==> src/rtl/sme_pkg.sv <==
// Shared types and constants for the SME host-side job issuer.
// Character width, buffer depths, FSM state encoding and result bundle.
package sme_pkg;

    localparam int CHAR_W  = 8;
    localparam int STR_MAX = 32;
    localparam int PAT_MAX = 8;

    localparam logic [CHAR_W-1:0] WILDCARD = 8'h2E;

    typedef enum logic [2:0] {
        ST_IDLE,
        ST_SEND_STR,
        ST_SEND_PAT,
        ST_WAIT,
        ST_RESULT
    } state_e;

    typedef struct packed {
        logic       match;
        logic [4:0] index;
        logic       err;
        logic       timeout;
    } result_t;

endpackage

==> src/rtl/sme_char_buf.sv <==
// String and pattern character buffers for the SME job issuer.
// One write port and one combinational read port per register file.
module sme_char_buf
    import sme_pkg::*;
(
    input  logic              clk,
    input  logic              str_we,
    input  logic              pat_we,
    input  logic [4:0]        waddr,
    input  logic [CHAR_W-1:0] wdata,
    input  logic [4:0]        str_raddr,
    output logic [CHAR_W-1:0] str_rdata,
    input  logic [2:0]        pat_raddr,
    output logic [CHAR_W-1:0] pat_rdata
);

    logic [CHAR_W-1:0] str_q [STR_MAX];
    logic [CHAR_W-1:0] pat_q [PAT_MAX];

    // Contents are undefined after reset, so the arrays carry no reset.
    always_ff @(posedge clk) begin
        if (str_we) begin
            str_q[waddr] <= wdata;
        end
        if (pat_we) begin
            pat_q[waddr[2:0]] <= wdata;
        end
    end

    assign str_rdata = str_q[str_raddr];
    assign pat_rdata = pat_q[pat_raddr];

endmodule

==> src/rtl/sme_job_issuer.sv <==
// Host-side driver for the string-matching engine: serialises a buffered
// string/pattern, waits for the engine result and reports it as a pulse.
module sme_job_issuer
    import sme_pkg::*;
#(
    parameter int STR_MAX     = sme_pkg::STR_MAX,
    parameter int PAT_MAX     = sme_pkg::PAT_MAX,
    parameter int TIMEOUT_CYC = 255
) (
    input  logic              clk,
    input  logic              reset,
    input  logic              wr_en,
    input  logic              wr_sel,
    input  logic [4:0]        wr_addr,
    input  logic [CHAR_W-1:0] wr_data,
    input  logic              cmd_valid,
    output logic              cmd_ready,
    input  logic [5:0]        cmd_str_len,
    input  logic [3:0]        cmd_pat_len,
    input  logic              cmd_reuse_str,
    output logic [CHAR_W-1:0] sme_chardata,
    output logic              sme_isstring,
    output logic              sme_ispattern,
    input  logic              sme_valid,
    input  logic              sme_match,
    input  logic [4:0]        sme_match_index,
    output logic              res_valid,
    output logic              res_match,
    output logic [4:0]        res_index,
    output logic              res_err,
    output logic              res_timeout,
    output logic              busy
);

    localparam logic [5:0] STR_MAX_L = 6'(STR_MAX);
    localparam logic [3:0] PAT_MAX_L = 4'(PAT_MAX);
    localparam logic [7:0] TO_LAST   = 8'(TIMEOUT_CYC - 1);

    state_e            state_q, state_d;
    logic [5:0]        str_len_q, str_len_d;
    logic [3:0]        pat_len_q, pat_len_d;
    logic [4:0]        cnt_q, cnt_d;
    logic [7:0]        timer_q, timer_d;
    logic              str_loaded_q, str_loaded_d;
    result_t           pend_q, pend_d;
    result_t           res_q, res_d;
    logic              res_valid_q, res_valid_d;
    logic [CHAR_W-1:0] chardata_q, chardata_d;
    logic              isstring_q, isstring_d;
    logic              ispattern_q, ispattern_d;
    logic              cmd_ready_q, cmd_ready_d;
    logic              busy_q, busy_d;

    logic [CHAR_W-1:0] str_rdata, pat_rdata;
    logic              wr_ok, cmd_bad, str_last, pat_last;

    // cmd_ready_q is high exactly while idle, so it doubles as the write gate.
    assign wr_ok = wr_en && cmd_ready_q;

    sme_char_buf u_buf (
        .clk       (clk),
        .str_we    (wr_ok && !wr_sel),
        .pat_we    (wr_ok && wr_sel),
        .waddr     (wr_addr),
        .wdata     (wr_data),
        .str_raddr (cnt_q),
        .str_rdata (str_rdata),
        .pat_raddr (cnt_q[2:0]),
        .pat_rdata (pat_rdata)
    );

    assign str_last = (cnt_q == 5'(str_len_q - 6'd1));
    assign pat_last = (cnt_q == {2'b00, 3'(pat_len_q - 4'd1)});

    assign cmd_bad = (cmd_pat_len == 4'd0) || (cmd_pat_len > PAT_MAX_L)
        || (cmd_reuse_str ? !str_loaded_q
                          : (cmd_str_len == 6'd0) || (cmd_str_len > STR_MAX_L));

    always_comb begin
        state_d      = state_q;
        str_len_d    = str_len_q;
        pat_len_d    = pat_len_q;
        cnt_d        = cnt_q;
        timer_d      = timer_q;
        str_loaded_d = str_loaded_q;
        pend_d       = pend_q;
        res_d        = res_q;
        res_valid_d  = 1'b0;
        chardata_d   = '0;
        isstring_d   = 1'b0;
        ispattern_d  = 1'b0;
        unique case (state_q)
            ST_IDLE: begin
                if (cmd_valid && cmd_ready_q) begin
                    str_len_d = cmd_str_len;
                    pat_len_d = cmd_pat_len;
                    cnt_d     = '0;
                    if (cmd_bad) begin
                        pend_d  = '{match: 1'b0, index: 5'd0,
                                    err: 1'b1, timeout: 1'b0};
                        state_d = ST_RESULT;
                    end else if (cmd_reuse_str) begin
                        state_d = ST_SEND_PAT;
                    end else begin
                        state_d = ST_SEND_STR;
                    end
                end
            end
            ST_SEND_STR: begin
                chardata_d = str_rdata;
                isstring_d = 1'b1;
                cnt_d      = cnt_q + 5'd1;
                if (str_last) begin
                    cnt_d        = '0;
                    str_loaded_d = 1'b1;
                    state_d      = ST_SEND_PAT;
                end
            end
            ST_SEND_PAT: begin
                chardata_d  = pat_rdata;
                ispattern_d = 1'b1;
                cnt_d       = cnt_q + 5'd1;
                if (pat_last) begin
                    cnt_d   = '0;
                    timer_d = '0;
                    state_d = ST_WAIT;
                end
            end
            ST_WAIT: begin
                if (sme_valid) begin
                    pend_d  = '{match: sme_match, index: sme_match_index,
                                err: 1'b0, timeout: 1'b0};
                    state_d = ST_RESULT;
                end else if (timer_q == TO_LAST) begin
                    // Engine state is unknown, so a kept string is no longer trusted.
                    pend_d       = '{match: 1'b0, index: 5'd0,
                                     err: 1'b0, timeout: 1'b1};
                    str_loaded_d = 1'b0;
                    state_d      = ST_RESULT;
                end else begin
                    timer_d = timer_q + 8'd1;
                end
            end
            ST_RESULT: begin
                res_valid_d = 1'b1;
                res_d       = pend_q;
                state_d     = ST_IDLE;
            end
            default: begin
                state_d = ST_IDLE;
            end
        endcase
        cmd_ready_d = (state_d == ST_IDLE);
        busy_d      = !cmd_ready_d;
    end

    always_ff @(posedge clk or posedge reset) begin
        if (reset) begin
            state_q      <= ST_IDLE;
            str_len_q    <= '0;
            pat_len_q    <= '0;
            cnt_q        <= '0;
            timer_q      <= '0;
            str_loaded_q <= 1'b0;
            pend_q       <= '0;
            res_q        <= '0;
            res_valid_q  <= 1'b0;
            chardata_q   <= '0;
            isstring_q   <= 1'b0;
            ispattern_q  <= 1'b0;
            cmd_ready_q  <= 1'b1;
            busy_q       <= 1'b0;
        end else begin
            state_q      <= state_d;
            str_len_q    <= str_len_d;
            pat_len_q    <= pat_len_d;
            cnt_q        <= cnt_d;
            timer_q      <= timer_d;
            str_loaded_q <= str_loaded_d;
            pend_q       <= pend_d;
            res_q        <= res_d;
            res_valid_q  <= res_valid_d;
            chardata_q   <= chardata_d;
            isstring_q   <= isstring_d;
            ispattern_q  <= ispattern_d;
            cmd_ready_q  <= cmd_ready_d;
            busy_q       <= busy_d;
        end
    end

    assign cmd_ready     = cmd_ready_q;
    assign busy          = busy_q;
    assign sme_chardata  = chardata_q;
    assign sme_isstring  = isstring_q;
    assign sme_ispattern = ispattern_q;
    assign res_valid     = res_valid_q;
    assign res_match     = res_q.match;
    assign res_index     = res_q.index;
    assign res_err       = res_q.err;
    assign res_timeout   = res_q.timeout;

endmodule

==> config.mk <==
export PLATFORM = sky130hd
export DESIGN_NAME = sme_job_issuer
export DESIGN_NICKNAME = d
export VERILOG_FILES = /design/src/rtl/sme_pkg.sv /design/src/rtl/sme_char_buf.sv /design/src/rtl/sme_job_issuer.sv
export SDC_FILE = /design/constraint.sdc
export NUM_CORES = 1
export LEC_CHECK = 0
export ABC_AREA = 1
export BUFFER_PORTS_ARGS = -buffer_cell sky130_fd_sc_hd__buf_2
export CORE_UTILIZATION = 60
export CTS_CLUSTER_DIAMETER = 60
export DETAILED_ROUTE_END_ITERATION = 16
export GPL_ROUTABILITY_DRIVEN = 0
export PLACE_DENSITY = 0.76
export SLEW_MARGIN = 0
export SYNTH_ARGS = -nofsm -noshare
export SYNTH_HDL_FRONTEND = slang
export SYNTH_SLANG_ARGS = --single-unit
==> constraint.sdc <==
create_clock -name clk -period 2 [get_ports clk]
set_input_delay 0.3 -clock clk [delete_from_list [all_inputs] [get_ports clk]]
set_output_delay 0.3 -clock clk [all_outputs]
set_load 0.02 [all_outputs]
==> flow_summary.toml <==
[timing]
final_max_slew_viol_count = 0
final_period_minus_worst_setup_slack_ns = 1.90
transition_at_the_pin_with_the_smallest_max_transition_slack_ns = 0.545
max_clk_rate_ghz = 0.526
final-setup-viol-count = 0
relSlewSlack = 0.636
fin_skew_ns = 0.0199
fin_tns_setup_ns = 0
period_share = 0.951
finalHoldViolations = 0
finalHoldWorstSlack_ns = 0.00912
grt_setup_unrepaired = "true"

[synth]
biggest_area_contributors_in_the_synthesized_netlist = "sky130_fd_sc_hd__edfxtp_1 61%, sky130_fd_sc_hd__dfrtp_1 8.5%, sky130_fd_sc_hd__nor2_1 6.7%"
synthesis.area_per_instance_sq_um = 11.4
yosys_warnings = 0
postSynthNetCount = 1422
ys_dominant_reg_cell = "sky130_fd_sc_hd__edfxtp_1"
synthArstFlopShare = 0.144
netlist_area_sq_um = 15700
synth_area_leader_cell = "sky130_fd_sc_hd__edfxtp_1"
synth_cells = 1381
synth_top_area_share = 0.612
ys_seq_area_frac = 0.699
ys_ff_latch = 374
synth_cell_types = 30
synth-edff-count = 320

[cells_and_area]
final_net_count = 1538
finished_core_util = 0.712
final_layout_size_suffix_gt1_frac = 0.146
area.growth.synth_to_final_pct = 15.3
antenna_cells = 0

[drt]
routed_wl_um = 37800
drc_errors = 0
drt_pre_antenna_iters = 6
route.detailed.wl_per_inst_um = 20.4
vias_per_cell = 5.98
antenna_violating_nets_post_route = 0
dr.first_iter.drc_count = 1627
num_vias = 11100

[die]
placeableCoreArea_sq_um = 25400
die_h_um = 164
std_cell_rows = 58
io_pins = 57
fp.dieArea_sq_um = 26800
fp.dieW_um = 164
initial_utilization = 0.618

[critical_path]
critical_path.max_fanout = 28
worst_path_largest_cell_delay_ns = 0.53
path_common_cell = "sky130_fd_sc_hd__nand3_1"
worstSetupStartpointType = "flop"
worst_path_max_delay_cell = "sky130_fd_sc_hd__dfrtp_4"
critPathArrivalTime_ns = 2.30
worstSetupStartpoint = "cnt_q[0]"
worst-setup-path-type = "reg2reg"
crit_required_ns = 2.40
end_kind = "flop"
path_cells = "inv_8, buf_12, buf_4, o21ai_0, nand3_1, nand3_1, nand3_1, nand3_1, nand2_1"
crit-reg2reg-launch = "cnt_q[0]"

[clocking]
clockBufferDepth = 3
clk-insertion-delay-late_ns = 0.54
tritoncts = "yes"
clock_sinks = 374
clk_pin_slew_ns = 0.06
h-tree-depth = 2
cts_made_buffers = 39
ctsRootBufferMaster = "sky130_fd_sc_hd__clkbuf_16"

[global_route]
grt_start_max_net_pins = 91
first_global_vias = 10500
globalRoute.totalOverflow = 0
grt_pass1_wl_um = 57800
antenna_found_initial = 1
grt.total_usage = 0.290

[power]
leakage_nw = 6.91
p_per_area_nw_per_um2 = 1250
irDropWorstVdd_uv = 908

[placement]
post_dp_hpwl_um = 23300
count_of_input_and_output_buffers = 56

[hold_path]
worst_hold_startpoint = "cmd_pat_len[0]"
worst_hold_path_type = "in2reg"

[run]
drv.max_cap_violation_count = 0

[status]
outcome = "completed"
-- metrics by stage --
step | setup slack, ns | cells | cell area, sq um | power [W]
detailed placement | 0.0982 | 1779 | 16700 | 0.0154
floorplan | 0.166 | 1381 | 15700 | 0.0137
global placement | 0.132 | 1779 | 16700 | 0.0153
finish | 0.0971 | 1857 | 18100 | 0.0227
global route | -0.0164 | 1857 | 18100 | 0.0237
CTS | 0.0806 | 1851 | 18000 | 0.0224
-- power breakdown --
part	switching (W)	internal [W]	leakage, nW	total, W
logic	0.00430	0.00217	2.70	0.00646
registers	0.000255	0.00886	3.59	0.00912
clock network	0.00294	0.00414	0.618	0.00708
-- cells in the final DEF, fill, tap and decap left out, types with 2 or more instances in the layout --
cell type,n
sky130_fd_sc_hd__nand2_1,176
sky130_fd_sc_hd__dfrtp_1,51
sky130_fd_sc_hd__o211ai_1,36
sky130_fd_sc_hd__nand4_1,4
sky130_fd_sc_hd__buf_4,74
sky130_fd_sc_hd__nor2_1,280
sky130_fd_sc_hd__xor2_1,8
sky130_fd_sc_hd__edfxtp_1,320
sky130_fd_sc_hd__clkbuf_1,8
sky130_fd_sc_hd__inv_2,5
sky130_fd_sc_hd__xnor2_1,3
sky130_fd_sc_hd__buf_2,56
sky130_fd_sc_hd__o21ai_0,134
sky130_fd_sc_hd__ha_1,5
sky130_fd_sc_hd__bufinv_16,3
sky130_fd_sc_hd__clkbuf_8,2
sky130_fd_sc_hd__nand2_2,3
sky130_fd_sc_hd__o22ai_1,4
sky130_fd_sc_hd__nand3_1,161
sky130_fd_sc_hd__clkinv_1,5
sky130_fd_sc_hd__clkinvlp_4,2
sky130_fd_sc_hd__o221ai_1,12
sky130_fd_sc_hd__inv_1,75
sky130_fd_sc_hd__clkinv_2,9
sky130_fd_sc_hd__buf_12,15
sky130_fd_sc_hd__o21ai_1,18
sky130_fd_sc_hd__clkbuf_16,41
-- cells by family after synthesis --
group           count (synthesis)  synth area share
buf+inv                       155            0.0503
compound gates                207            0.0754
simple gates                  629             0.165
flops                         374             0.699
xor+xnor                       11           0.00614
fa+ha+maj                       5           0.00399
-- synthesized netlist by cell type (3+ instances only) --
| library cell | instances |
|---|---|
| sky130_fd_sc_hd__o211ai_1 | 36 |
| sky130_fd_sc_hd__buf_2 | 22 |
| sky130_fd_sc_hd__edfxtp_1 | 320 |
| sky130_fd_sc_hd__o221ai_1 | 12 |
| sky130_fd_sc_hd__nand4_1 | 4 |
| sky130_fd_sc_hd__o21ai_0 | 134 |
| sky130_fd_sc_hd__nand2_2 | 4 |
| sky130_fd_sc_hd__o22ai_1 | 4 |
| sky130_fd_sc_hd__buf_4 | 10 |
| sky130_fd_sc_hd__dfrtp_1 | 53 |
| sky130_fd_sc_hd__nand2_1 | 176 |
| sky130_fd_sc_hd__inv_2 | 5 |
| sky130_fd_sc_hd__o21ai_1 | 18 |
| sky130_fd_sc_hd__xor2_1 | 8 |
| sky130_fd_sc_hd__buf_1 | 6 |
| sky130_fd_sc_hd__xnor2_1 | 3 |
| sky130_fd_sc_hd__clkbuf_1 | 16 |
| sky130_fd_sc_hd__buf_6 | 19 |
| sky130_fd_sc_hd__nor2_1 | 280 |
| sky130_fd_sc_hd__inv_1 | 77 |
| sky130_fd_sc_hd__ha_1 | 5 |
| sky130_fd_sc_hd__nand3_1 | 161 |
-- worst paths after layout --
kind	end	slack, ns	depth (start not counted)
setup / recovery	sme_chardata[6]	0.1	9
hold / removal	pat_len_q[0]	0.009	3
setup reg to reg	sme_chardata[6]	0.1	9
hold reg to reg	res_index[4]	0.48	2
max in group asynchronous	cmd_ready	1.35	4
min in group asynchronous	str_len_q[1]	0.37	4
-- repair_timing --
| action | in CTS | in global routing |
|---|---|---|
| setup buffers | 0 | 5 |
| hold endpoints to repair | 53 | 0 |
| hold buffers | 1 | 0 |
| resized for setup | 0 | 5 |
| endpoints found under the setup margin | 0 | 13 |
-- metal layers --
layer,vias to the layer above,wire length (um),part of all wire,GRT usage
li1,5056,-,-,-
met1,5305,14800,0.39,0.394
met2,646,18000,0.48,0.471
met3,97,3680,0.097,0.0495
met4,2,1330,0.035,0.113
met5,-,13,0.00034,0
-- final cells by class --
class	instances	area (sq um)
clock buffer	50	1060
clock inverter	21	195
fill	1719	7300
inverter	82	319
multi-input combinational	852	3940
sequential	374	11000
tap	330	413
timing repair buffer	148	1200
-- worst max-delay path, delay by kind of cell, from the launching register on --
kind,cells,cell delay [ns]
DFF,1,0.53
and+or+nand+nor,5,0.48
buffers and inverters,3,0.45
AOI/OAI and AO/OA,1,0.29
-- flip-flops by register name, summed over array words and instances, names as in the netlist, 5 cells and up --
signal / flops
u_buf.str_q: 256
u_buf.pat_q: 64
pend_q: 8
sme_chardata: 8
timer_q: 8
cnt_q: 5
res_index: 5
str_len_q: 5
(Power assumes the default switching activity.)
